==> config.mk <==
export PLATFORM = sky130hd
export DESIGN_NAME = serial_subtractor
export DESIGN_NICKNAME = d
export VERILOG_FILES = /design/src/rtl/serial_subtractor.sv
export SDC_FILE = /design/constraint.sdc
export NUM_CORES = 1
export LEC_CHECK = 0
export ABC_AREA = 1
export BUFFER_PORTS_ARGS = -buffer_cell sky130_fd_sc_hd__buf_2
export CORE_MARGIN = 2
export CORE_UTILIZATION = 58
export DETAILED_ROUTE_END_ITERATION = 10
export PLACE_DENSITY = 0.92
export SYNTH_ARGS = -nofsm -noshare
export SYNTH_HDL_FRONTEND = slang
export SYNTH_SLANG_ARGS = --single-unit
==> constraint.sdc <==
create_clock -name clk -period 2.2 [get_ports clk]
set_input_delay 0.22 -clock clk [delete_from_list [all_inputs] [get_ports clk]]
set_output_delay 0.22 -clock clk [all_outputs]
set_load 0.005 [all_outputs]
==> src/rtl/serial_subtractor.sv <==
// Bit-serial LSB-first subtractor: diff = a - b - bin over WIDTH cycles using a
// single full-subtractor cell and a registered borrow. start/busy/done handshake.
module serial_subtractor #(
  parameter int WIDTH = 8
) (
  input  logic             clk,
  input  logic             rst_n,
  input  logic             start,
  input  logic [WIDTH-1:0] a,
  input  logic [WIDTH-1:0] b,
  input  logic             bin,
  output logic             busy,
  output logic             done,
  output logic [WIDTH-1:0] diff,
  output logic             bout,
  output logic             ovf
);

  localparam int CW = $clog2(WIDTH) + 1;
  localparam logic [CW-1:0] LAST = CW'(WIDTH - 1);

  typedef enum logic [1:0] {
    IDLE  = 2'd0,
    SHIFT = 2'd1,
    DONE  = 2'd2
  } state_t;

  state_t           state_q, state_d;
  logic [WIDTH-1:0] a_sr_q, a_sr_d;
  logic [WIDTH-1:0] b_sr_q, b_sr_d;
  logic [WIDTH-1:0] r_sr_q, r_sr_d;
  logic             br_q, br_d;
  logic [CW-1:0]    cnt_q, cnt_d;
  logic             a_msb_q, a_msb_d;
  logic             b_msb_q, b_msb_d;
  logic [WIDTH-1:0] diff_q, diff_d;
  logic             bout_q, bout_d;
  logic             ovf_q, ovf_d;

  // Full-subtractor cell on the current LSBs.
  logic             x, y, d, br_next;
  logic [WIDTH-1:0] r_next;

  assign x       = a_sr_q[0];
  assign y       = b_sr_q[0];
  assign d       = x ^ y ^ br_q;
  assign br_next = (~x & y) | (~x & br_q) | (y & br_q);
  assign r_next  = {d, r_sr_q[WIDTH-1:1]};

  // Outputs come straight from registers; no input reaches an output combinationally.
  assign busy = (state_q != IDLE);
  assign done = (state_q == DONE);
  assign diff = diff_q;
  assign bout = bout_q;
  assign ovf  = ovf_q;

  // Next-state and datapath updates for the three-state sequencer.
  always_comb begin
    state_d = state_q;
    a_sr_d  = a_sr_q;
    b_sr_d  = b_sr_q;
    r_sr_d  = r_sr_q;
    br_d    = br_q;
    cnt_d   = cnt_q;
    a_msb_d = a_msb_q;
    b_msb_d = b_msb_q;
    diff_d  = diff_q;
    bout_d  = bout_q;
    ovf_d   = ovf_q;
    case (state_q)
      IDLE: begin
        if (start) begin
          a_sr_d  = a;
          b_sr_d  = b;
          br_d    = bin;
          cnt_d   = '0;
          r_sr_d  = '0;
          a_msb_d = a[WIDTH-1];
          b_msb_d = b[WIDTH-1];
          state_d = SHIFT;
        end
      end
      SHIFT: begin
        a_sr_d = a_sr_q >> 1;
        b_sr_d = b_sr_q >> 1;
        r_sr_d = r_next;
        br_d   = br_next;
        cnt_d  = cnt_q + 1'b1;
        if (cnt_q == LAST) begin
          // Results take the final bit directly so they are valid on DONE entry.
          state_d = DONE;
          diff_d  = r_next;
          bout_d  = br_next;
          ovf_d   = (a_msb_q ^ b_msb_q) & (d ^ a_msb_q);
        end
      end
      DONE:    state_d = IDLE;
      default: state_d = IDLE;
    endcase
  end

  // State register with synchronous active-low reset.
  always_ff @(posedge clk) begin
    if (!rst_n) begin
      state_q <= IDLE;
      a_sr_q  <= '0;
      b_sr_q  <= '0;
      r_sr_q  <= '0;
      br_q    <= 1'b0;
      cnt_q   <= '0;
      a_msb_q <= 1'b0;
      b_msb_q <= 1'b0;
      diff_q  <= '0;
      bout_q  <= 1'b0;
      ovf_q   <= 1'b0;
    end else begin
      state_q <= state_d;
      a_sr_q  <= a_sr_d;
      b_sr_q  <= b_sr_d;
      r_sr_q  <= r_sr_d;
      br_q    <= br_d;
      cnt_q   <= cnt_d;
      a_msb_q <= a_msb_d;
      b_msb_q <= b_msb_d;
      diff_q  <= diff_d;
      bout_q  <= bout_d;
      ovf_q   <= ovf_d;
    end
  end

endmodule

# --- After elaboration in Yosys (flattened, before gate mapping) ---
# Cells that the tools add are included.
totals:
  reg_bits: 43
  inputBits: 20
classes:
  add_sub_neg: 1
  eq_ne: 5
  mux: 13
  bitwise: 11
  n_reduce_logical: 7
ops:
  columns: ["operator", "n"]
  rows:
  - ["one-hot mux 8 bit (2 select lines)", 3]
  - ["2-to-1 mux 8 bit", 3]
  - ["one-hot mux 4 bit (2 select lines)", 1]
  - ["AND reduction 2 bit", 4]
  - ["adder 4 x 1 -> 4 bit, second input constant", 1]
  - ["AND 1 bit", 4]
  - ["equality test 4 x 3 -> 1 bit, second input constant", 1]
  - ["2-to-1 mux 2 bit", 2]
  - ["2-to-1 mux 4 bit", 1]
  - ["!= test 2 bit, second input constant", 2]
  - ["one-hot mux 2 bit (2 select lines)", 1]
  - ["nonzero test 2 bit", 2]
  - ["XOR 1 bit", 4]
  - ["equality test 2 x 1 -> 1 bit, second input constant", 1]
  - ["equality test 2 bit, second input constant", 1]
  - ["logical NOT 2 bit", 1]
  - ["bitwise OR 1 bit", 2]
  - ["one-hot mux 1 bit (2 select lines)", 1]
  - ["2-to-1 mux 1 bit", 1]
  - ["NOT 1 bit", 1]

# --- Depth between registers and ports, before layout ---
# Gate-level depths: netlist of run 1.
depth:
  ltp_word: 5
  mapped_depth: 8
  mapped_depth_nobuf: 7

# --- Least setup slack after synthesis of run 1 ---
# OpenSTA, ideal clock, no wires.
synth_timing:
  path_type: "register to register"
  from: "register a_sr_q[0]"
  to: "register ovf_q (netlist: ovf)"
  setup_ns: 0.113
  arrival_time_ns: 1.167
  path_slack_ns: 0.921
  stages_incl_launch_ff: 7
  n_path_buf: 0
  path_cell_list: "dfxtp_1 > fa_1 > nor2_1 > nand2_1 > o21ai_0 > nor2_1 > nor2_1"
synth_via:
  elab_chain_cells: 4
synth_rtl:
  columns: ["element", "line", "text"]
  rows:
  - ["start, declared", "29", "logic [WIDTH-1:0] a_sr_q, a_sr_d;"]
  - ["start signal, assigned", "118", "a_sr_q <= a_sr_d;"]
  - ["XOR 1 bit (2 in series)", "46", "assign d = x ^ y ^ br_q;"]
  - ["named net d", "41", "logic x, y, d, br_next;"]
  - ["XOR 1 bit", "94", "ovf_d = (a_msb_q ^ b_msb_q) & (d ^ a_msb_q);"]
  - ["AND 1 bit", "94", null]
  - ["end signal, assigned", "127", "ovf_q <= ovf_d;"]
  - ["end, declared", "38", "logic ovf_q, ovf_d;"]
# The timed path passes the listed nets, and every way through them passes these cells.
# A chain may end at the register's enable or synchronous reset.

# --- Worst setup path after layout of run 1 ---
layout_timing:
  from: "register state_q[0]"
  to: "output port busy"
layout_via:
  elab_chain_cells: 1
layout_rtl:
  columns: ["element", "line", "text"]
  rows:
  - ["start, declared", "28", "state_t state_q, state_d;"]
  - ["start signal, assigned", "117", "state_q <= state_d;"]
  - ["nonzero test 2 bit", "51", "assign busy = (state_q != IDLE);"]
  - ["end, declared", "12", "output logic busy,"]
# Every way passes these cells.

==> flow_metrics.py, run 1 <==
metrics = {
    "grt": {
        "grt_pass1_vias": 1408,
        "grt_pass1_wl_um": 6000,
        "grtUsageMet2_pct": 35.7,
        "grtUsageMet1_pct": 29.6,
        "grt_max_degree": 20,
        "overflow": 0,
        "track_usage_pct": 22.6,
        "antenna_found_initial": 0,
        "gr-usage-met3_pct": 6.71,
        "grt-busiest-layer": "met2",
    },
    "synth": {
        "ys_types": 19,
        "ys_seq_area_share_pct": 46.2,
        "syn_inst": 264,
        "synth_edf_count": 0,
        "ys_top_cells_by_count": "82 x nand2_1, 42 x dfxtp_1, 36 x inv_1, 33 x nand3_1, 25 x nor2_1",
        "yosysMostFrequentCell": "nand2_1",
        "synth_top_area_share_pct": 46.2,
        "syn_avg_cell_area_um2": 6.90,
        "synth_top_flop_cell": "dfxtp_1",
        "netlist_area_um2": 1820,
        "synth_area_leader_cell": "dfxtp_1",
        "synth-seq-cells": 42,
        "synth-async-reset-ratio_pct": 0,
        "yosys_warnings": 0,
        "syn_nets": 286,
        "synth.area.top_cells": "dfxtp_1 46%, nand2_1 17%, nand3_1 9.1%",
    },
    "detailed_routing": {
        "wirelength_um": 3550,
        "drc": 0,
        "wl_per_cell_um": 10.5,
        "drtIter0Drc": 51,
        "num_vias": 1660,
        "drt-vias-per-instance": 4.90,
        "ant_nets": 0,
        "firstDrtPassIters": 5,
    },
    "hold_path": {
        "worstHoldStart": "a[7]",
        "hold_path_depth": 3,
        "hold_end": "a_sr_q[7]",
        "min_path_type": "in -> reg",
    },
    "placement": {
        "place_hpwl_um": 2530,
        "dpl.cell_count": 331,
        "placed_area_um2": 1990,
        "gp_congestion": 0.764,
        "port_buffers": 31,
    },
    "setup_path": {
        "end_kind": "output pin",
        "crit_type": "reg -> out",
        "start_kind": "flop",
        "rrSetupSlack_ns": 0.67,
        "cp_num_buf_inv": 2,
        "r2r-start": "state_q[0]",
        "cp_data_required_time_ns": 1.98,
        "ff2ff_path_depth": 5,
        "rr_endpoint": "b_sr_q[7]",
        "slowest_delay_ns": 0.51,
        "critPathTopFamily": "simple AND/OR/NAND/NOR gates",
        "path_max_fanout": 17,
        "critical_path_arrival_ns": 1.46,
        "critPathSlowestCell": "nor2_2",
        "cp_cell_sequence": "nor2_2 > inv_1 > buf_2",
    },
    "clock_tree": {
        "cts_setup_buffers": 0,
        "clkLatencyLatePin_ns": 0.36,
        "root_buffer": "clkbuf_4",
        "hold_buffers": 0,
        "clk_pin_slew_ns": 0.12,
        "cts_max_path_buffers": 2,
        "cts.sinks": 42,
        "cts_tree": "yes",
        "ctsResizeCount": 0,
        "cts_made_buffers": 5,
        "h-tree-depth": 2,
    },
    "floorplan": {
        "coreArea_um2": 3030,
        "die_area_um2": 3600,
        "die-height_um": 60.0,
        "ioPinCount": 32,
        "fp-row-count": 20,
        "die_x_um": 60.0,
        "start_util_pct": 60.1,
    },
    "timing": {
        "skew_ns": 0.0132,
        "slew_viol_final": 0,
        "max_freq_mhz": 597,
        "fin_crit_sh_pct": 76.1,
        "final-setup-viol-count": 0,
        "hold_viol": 0,
        "fin_crit_ns": 1.68,
        "grt_setup_unrepaired": "no",
        "worst_pin_slew_ns": 0.606,
        "slew_headroom_pct": 59.6,
        "fin_setup_tns_ns": 0,
    },
    "run": {
        "drv_cap": 0,
    },
    "final_layout": {
        "nets": 316,
        "antenna-diode-count": 0,
        "drive_gt1_share_pct": 16.6,
        "final_cells": 339,
        "final_area_um2": 2050,
        "areaGrowthSynthToFinish_pct": 12.7,
        "nFillCells": 292,
        "regArea_um2": 841,
        "multi_input_area_um2": 773,
    },
    "power_and_ir_drop": {
        "p_leak_uw": 0.00103,
        "irDropWorstVdd_uv": 460,
        "p_total_uw": 1370,
        "powerDensity_nw_per_um2": 666,
    },
    "run_status": {
        "status": "completed",
    },
}
metrics by stage:
stage | hold WS, ns | setup WS (ns) | util (%)
detailed placement | 0.442 | 0.708 | 65.8
global placement | 0.438 | 0.742 | 65.8
finish | 0.122 | 0.525 | 67.8
global route | 0.127 | 0.390 | 67.8
floorplan | 0.361 | 0.921 | -
CTS | 0.110 | 0.519 | 67.8
area by class of cell:
type	count	area share (%)
well taps	44	2.68
flip-flops and latches	42	41.0
multi-input cells	173	37.7
repair buffers	35	9.02
clock inverters	3	1.04
clock buffers	5	1.83
inverters	37	6.77
placed cells by master (no fill, tap or decap):
master / Yosys / final
nor2_4: 2 / 2
nand3_1: 33 / 33
nand2_2: 1 / 1
clkinvlp_4: 0 / 1
nor2_2: 1 / 1
inv_1: 36 / 36
buf_2: 3 / 31
nand2_1: 82 / 82
a21oi_1: 24 / 24
inv_2: 1 / 1
o21ai_0: 2 / 2
clkinv_4: 0 / 1
o21ai_2: 1 / 1
fa_1: 1 / 1
ha_1: 1 / 1
clkinv_2: 0 / 1
nor2_1: 25 / 25
buf_4: 3 / 4
dfxtp_1: 42 / 42
clkbuf_4: 0 / 5
logic make-up (layout without fill, tap and decap cells):
kind of cell / count (synthesis) / in the layout / share of synthesized area [%]
fa+ha+maj: 2 / 2 / 1.79
flops: 42 / 42 / 46.2
buf+inv: 49 / 80 / 11.3
compound gates: 27 / 27 / 7.63
simple gates: 144 / 144 / 33.1
worst min-delay path, cell delays in order:
cell,delay (ns)
buf_2,0.09
nand2_1,0.07
a21oi_1,0.06
metal layers:
| metal | part of all wire (%) | up-vias |
|---|---|---|
| li1 | - | 871 |
| met1 | 46 | 745 |
| met2 | 46 | 39 |
| met3 | 5.9 | 5 |
| met4 | 1.2 | 0 |
| met5 | 0 | - |
report_power, final:
group          switching (µW)  internal, µW
Sequential               17.3           793
Combinational             109          64.9
Clock                     257           124
state kept, by name, indices dropped and copies added, names as in the netlist, 2 cells and up:
name	count
a_sr_q	8
b_sr_q	8
diff	8
r_sr_q	7
cnt_q	4
state_q	2
worst max path at each step:
stage / cells after the start / to / startpoint / slack, ns
detailed placement: 5 / a_msb_q / state_q[0] / 0.71
floorplan: 6 / ovf / a_sr_q[0] / 0.92
finish: 3 / busy / state_q[0] / 0.52
global placement: 7 / br_q / start / 0.74
global route: 3 / busy / state_q[0] / 0.39
CTS: 3 / busy / state_q[0] / 0.52
No activity file was read; power rests on OpenSTA's default activity.
==> run 2, diff against run 1 <==
--- a/config.mk
+++ b/config.mk
@@ -8,9 +8,9 @@
 export ABC_AREA = 1
 export BUFFER_PORTS_ARGS = -buffer_cell sky130_fd_sc_hd__buf_2
 export CORE_MARGIN = 2
-export CORE_UTILIZATION = 58
+export CORE_UTILIZATION = 54
 export DETAILED_ROUTE_END_ITERATION = 10
-export PLACE_DENSITY = 0.92
+export PLACE_DENSITY = 0.87
 export SYNTH_ARGS = -nofsm -noshare
 export SYNTH_HDL_FRONTEND = slang
 export SYNTH_SLANG_ARGS = --single-unit
==> constraint.sdc (replaced) <==
create_clock -name clk -period 1.6 [get_ports clk]
set_input_delay 0.16 -clock clk [delete_from_list [all_inputs] [get_ports clk]]
set_output_delay 0.16 -clock clk [all_outputs]
set_load 0.005 [all_outputs]
==> run 2 against run 1 <==
  * Wire length decreased by 1.1%
  * Power increased by 41%
  * Sequential share of layout area decreased by 1.0 points
  * Cell area increased by 2.6%
  * Non-clock buffer count increased by 5
  * Clock skew decreased by 0.0067 ns
  * Sequential cell count unchanged
  * Critical path depth increased by 2
  * Count of clock-buffer cells in the layout increased by 2
  * Via count increased by 0.30%
  * Global-route usage decreased by 2.6 points
==> flow_metrics.py, run 2 (synthesis gave the netlist of run 1 again) <==
metrics = {
    "placement": {
        "port_buffers": 31,
        "gp_congestion": 0.749,
        "place_hpwl_um": 2330,
        "dpl.cell_count": 336,
    },
    "setup_path": {
        "critPathTopFamily": "buffers and inverters",
        "cp_cell_sequence": "buf_4 > nor2_2 > buf_6 > inv_1 > buf_2",
        "critical_path_arrival_ns": 1.31,
        "path_max_fanout": 7,
        "cp_num_buf_inv": 4,
        "critPathSlowestCell": "dfxtp_1",
        "crit_type": "reg -> out",
        "cp_data_required_time_ns": 1.44,
        "end_kind": "output pin",
        "start_kind": "flop",
        "slowest_delay_ns": 0.35,
    },
    "timing": {
        "slew_viol_final": 0,
        "worst_pin_slew_ns": 0.685,
        "fin_crit_ns": 1.47,
        "skew_ns": 0.00651,
        "max_freq_mhz": 681,
        "slew_headroom_pct": 54.2,
        "grt_setup_unrepaired": "no",
        "fin_crit_sh_pct": 91.8,
        "hold_viol": 0,
        "fin_setup_tns_ns": 0,
        "final-setup-viol-count": 0,
    },
    "power_and_ir_drop": {
        "clockPowerShare_pct": 28.7,
        "irDropWorstVdd_uv": 590,
        "p_int_uw": 1410,
        "p_comb_share_pct": 13.6,
        "pwr-share-seq_pct": 57.7,
        "p_switching_uw": 519,
        "powerDensity_nw_per_um2": 916,
        "p_leak_uw": 0.00106,
        "switching_share_pct": 26.9,
    },
    "grt": {
        "grt_max_degree": 28,
        "grt_pass1_vias": 1386,
        "grt_pass1_wl_um": 5720,
        "antenna_found_initial": 0,
        "overflow": 0,
        "track_usage_pct": 20.1,
    },
    "detailed_routing": {
        "drc": 0,
        "drtIter0Drc": 79,
        "num_vias": 1665,
        "ant_nets": 0,
        "wl_per_cell_um": 10.2,
        "drt-vias-per-instance": 4.81,
        "wirelength_um": 3510,
        "firstDrtPassIters": 4,
    },
    "final_layout": {
        "nets": 321,
        "final_cells": 346,
        "final_cell_mix": "82 x nand2_1, 42 x dfxtp_1, 36 x inv_1",
        "layout_commonest_cell": "nand2_1",
        "areaGrowthSynthToFinish_pct": 15.6,
        "antenna-diode-count": 0,
        "drive_gt1_share_pct": 17.7,
    },
    "run_status": {
        "status": "completed",
    },
    "floorplan": {
        "coreArea_um2": 3280,
        "start_util_pct": 55.4,
        "fp-row-count": 21,
        "die_x_um": 62.1,
        "die-height_um": 62.1,
        "ioPinCount": 32,
        "die_area_um2": 3850,
    },
    "clock_tree": {
        "clk_pin_slew_ns": 0.12,
        "cts_tree": "yes",
        "h-tree-depth": 2,
        "cts.sinks": 42,
        "clkLatencyLatePin_ns": 0.36,
        "cts_max_path_buffers": 2,
        "cts_made_buffers": 5,
        "root_buffer": "clkbuf_4",
        "hold_buffers": 0,
    },
    "hold_path": {
        "min_path_type": "in -> reg",
    },
    "run": {
        "drv_cap": 0,
    },
}
## run 2: cell count changes in the layout (fill, tap and decap cells not counted), sizes merged
cell	before	now
buf	35	40
clkbuf	5	7
clkinv	2	1
clkinvlp	1	0
## run 2: per-stage QoR
step                power [µW]  setup slack (ns)  instance area, µm²  utilization (%)  hold WS, ns
CTS                       1910            0.0456                2080             63.3       0.0696
global placement          1380             0.130                2020             61.4        0.437
global route              2020            0.0413                2100             64.1       0.0940
finish                    1930             0.131                2100             64.1       0.0763
floorplan                 1310             0.321                1820                -        0.301
detailed placement        1390            0.0780                2020             61.4        0.441
## run 2: tightest hold or removal path: cells and delay by family
kind	cells	cell delay, ns
AO/OA/AOI/OAI	1	0.06
buffers and inverters	1	0.10
AND/OR/NAND/NOR	1	0.08
## run 2: power groups by stage
stage               logic, µW  clock network [µW]  registers [µW]
finish                    262                 554            1110
global route              302                 598            1120
CTS                       253                 551            1110
detailed placement        252                   0            1130
global placement          244                   0            1130
floorplan                 180                   0            1130
## run 2: metal layers
| metal | global-route usage (%) | part of all wire (%) |
|---|---|---|
| met1 | 24.8 | 47 |
| met2 | 32.7 | 47 |
| met3 | 4.55 | 3.8 |
| met4 | 10.0 | 1.7 |
| met5 | 0 | 0 |
## run 2: final timing paths
kind                                  from        end  slack [ns]  cells after the start
worst max-delay path            state_q[0]       busy        0.13                      5
worst min-delay path                  b[7]  b_sr_q[7]        0.08                      3
worst max register to register   b_sr_q[0]        ovf        0.15                      6
worst min register to register   b_sr_q[5]  b_sr_q[5]        0.46                      2
## run 2: final cells by class
type,instances,area (µm²)
Clock buffer,7,55.1
Clock inverter,1,5.00
Fill cell,301,1180
Inverter,37,139
Multi-Input combinational cell,173,781
Sequential cell,42,841
Tap cell,46,57.6
Timing Repair Buffer,40,226
## run 2: repair_timing
item	4_1_cts	5_1_grt
resized for setup	0	2
endpoints found under the hold margin	0	0
setup buffers	0	2
setup endpoints to repair	0	21
==> run 3, diff against run 2 <==
--- a/config.mk
+++ b/config.mk
@@ -6,11 +6,11 @@
 export NUM_CORES = 1
 export LEC_CHECK = 0
 export ABC_AREA = 1
-export BUFFER_PORTS_ARGS = -buffer_cell sky130_fd_sc_hd__buf_2
 export CORE_MARGIN = 2
-export CORE_UTILIZATION = 54
+export CORE_UTILIZATION = 58
 export DETAILED_ROUTE_END_ITERATION = 10
-export PLACE_DENSITY = 0.87
+export DONT_BUFFER_PORTS = 1
+export PLACE_DENSITY_LB_ADDON = 0.08
 export SYNTH_ARGS = -nofsm -noshare
 export SYNTH_HDL_FRONTEND = slang
 export SYNTH_SLANG_ARGS = --single-unit
==> run 3 against run 2 <==
  * Worst setup slack improved by 0.064 ns
  * Core utilization increased by 1.5 points
  * Clock skew increased by 0.0093 ns
  * Clock power increased by 20%
  * Combinational power decreased by 12%
  * Sequential power about the same
  * Fmax increased by 4.5%
  * Final cell count decreased by 9.2%
  * Cell area decreased by 5.6%
  * Sequential cell count unchanged
  * Critical path type is now reg -> reg
  * Highest routed layer unchanged
==> flow_metrics.py, run 3 (synthesis gave the netlist of run 1 again) <==
metrics = {
    "run_status": {
        "status": "completed",
    },
    "floorplan": {
        "die_area_um2": 3600,
        "coreArea_um2": 3030,
        "ioPinCount": 32,
        "die-height_um": 60.0,
        "die_x_um": 60.0,
        "start_util_pct": 60.1,
        "fp-row-count": 20,
    },
    "clock_tree": {
        "clk_pin_slew_ns": 0.13,
        "cts_tree": "yes",
        "cts_made_buffers": 5,
        "ctsResizeCount": 0,
        "h-tree-depth": 2,
        "cts_setup_buffers": 0,
        "cts.sinks": 42,
        "root_buffer": "clkbuf_4",
        "hold_buffers": 4,
        "clkLatencyLatePin_ns": 0.35,
        "cts_max_path_buffers": 2,
    },
    "timing": {
        "fin_setup_tns_ns": 0,
        "grt_setup_unrepaired": "no",
        "slew_headroom_pct": 48.4,
        "fin_crit_sh_pct": 87.8,
        "max_freq_mhz": 712,
        "fin_crit_ns": 1.41,
        "slew_viol_final": 0,
        "worst_pin_slew_ns": 0.771,
        "hold_viol": 0,
        "skew_ns": 0.0158,
        "final-setup-viol-count": 0,
    },
    "power_and_ir_drop": {
        "irDropWorstVdd_uv": 682,
        "p_leak_uw": 0.000933,
        "powerDensity_nw_per_um2": 1010,
    },
    "detailed_routing": {
        "num_vias": 1550,
        "wirelength_um": 3470,
        "drc": 0,
        "wl_per_cell_um": 11.1,
        "drt-vias-per-instance": 4.94,
        "ant_nets": 0,
        "firstDrtPassIters": 4,
        "drtIter0Drc": 99,
    },
    "setup_path": {
        "cp_data_required_time_ns": 1.86,
        "crit_type": "reg -> reg",
        "critical_path_arrival_ns": 1.67,
        "start_kind": "flop",
        "path_max_fanout": 4,
        "end_kind": "flop",
    },
    "final_layout": {
        "nets": 291,
        "layout_commonest_cell": "nand2_1",
        "areaGrowthSynthToFinish_pct": 9.07,
        "antenna-diode-count": 0,
        "final_util_pct": 65.6,
        "drive_gt1_share_pct": 7.04,
        "nFillCells": 295,
        "regArea_um2": 841,
        "final_cell_mix": "82 x nand2_1, 42 x dfxtp_1, 36 x inv_1",
        "multi_input_area_um2": 773,
    },
    "placement": {
        "place_hpwl_um": 2290,
        "port_buffers": 0,
        "gp_congestion": 0.772,
    },
    "grt": {
        "grt_pass1_wl_um": 5820,
        "grt_max_degree": 22,
        "overflow": 0,
        "track_usage_pct": 21.6,
        "antenna_found_initial": 0,
        "grt_pass1_vias": 1415,
    },
    "run": {
        "drv_cap": 0,
    },
    "hold_path": {
        "min_path_type": "in -> reg",
    },
}
## run 3: critical path, cell delays in order (launching register included)
cell and delay, ns:
dfxtp_1 0.35, fa_1 0.61, nor2_1 0.07, nand2_1 0.05, o21ai_0 0.08, nor2_1 0.10, nor2_1 0.05
## run 3: metal layers
metal | GRT usage [%] | vias up | part of all wire [%]
met3 | 6.28 | 7 | 4.2
li1 | - | 822 | -
met2 | 36.0 | 27 | 45
met5 | 0 | - | 0
met4 | 7.62 | 0 | 1.2
met1 | 26.2 | 694 | 49
## run 3: stage by stage
| stage | setup WS, ns | hold WS (ns) | area (µm²) | instances | power (µW) |
|---|---|---|---|---|---|
| after floorplan | 0.321 | 0.301 | 1820 | 264 | 1310 |
| after CTS | 0.186 | 0.000976 | 1980 | 313 | 2020 |
| after detailed placement | 0.205 | 0.286 | 1860 | 301 | 1350 |
| final | 0.195 | 0.00391 | 1990 | 314 | 2010 |
| after global placement | 0.217 | 0.284 | 1860 | 301 | 1350 |
| after global routing | 0.0344 | 0.0000897 | 1990 | 314 | 2110 |
## run 3: final cells by class
class	instances	area share [%]
clock inverters	3	2.02
repair buffers	10	5.04
multi-input cells	173	38.9
inverters	37	6.99
clock buffers	5	1.89
well taps	44	2.77
flip-flops and latches	42	42.3
## run 3: worst paths after layout
| kind | start | end | slack (ns) | cells after the start |
|---|---|---|---|---|
| setup reg to reg | a_sr_q[0] | ovf | 0.20 | 6 |
| hold reg to reg | b_sr_q[6] | b_sr_q[6] | 0.46 | 2 |
| hold / removal | start | a_sr_q[0] | 0.004 | 3 |
| setup / recovery | a_sr_q[0] | ovf | 0.20 | 6 |
## run 3: where the power goes
part / switching [µW] / total (µW) / internal, µW
clock: 340 / 664 / 324
combinational: 141 / 230 / 89.3
sequential: 23.5 / 1110 / 1090
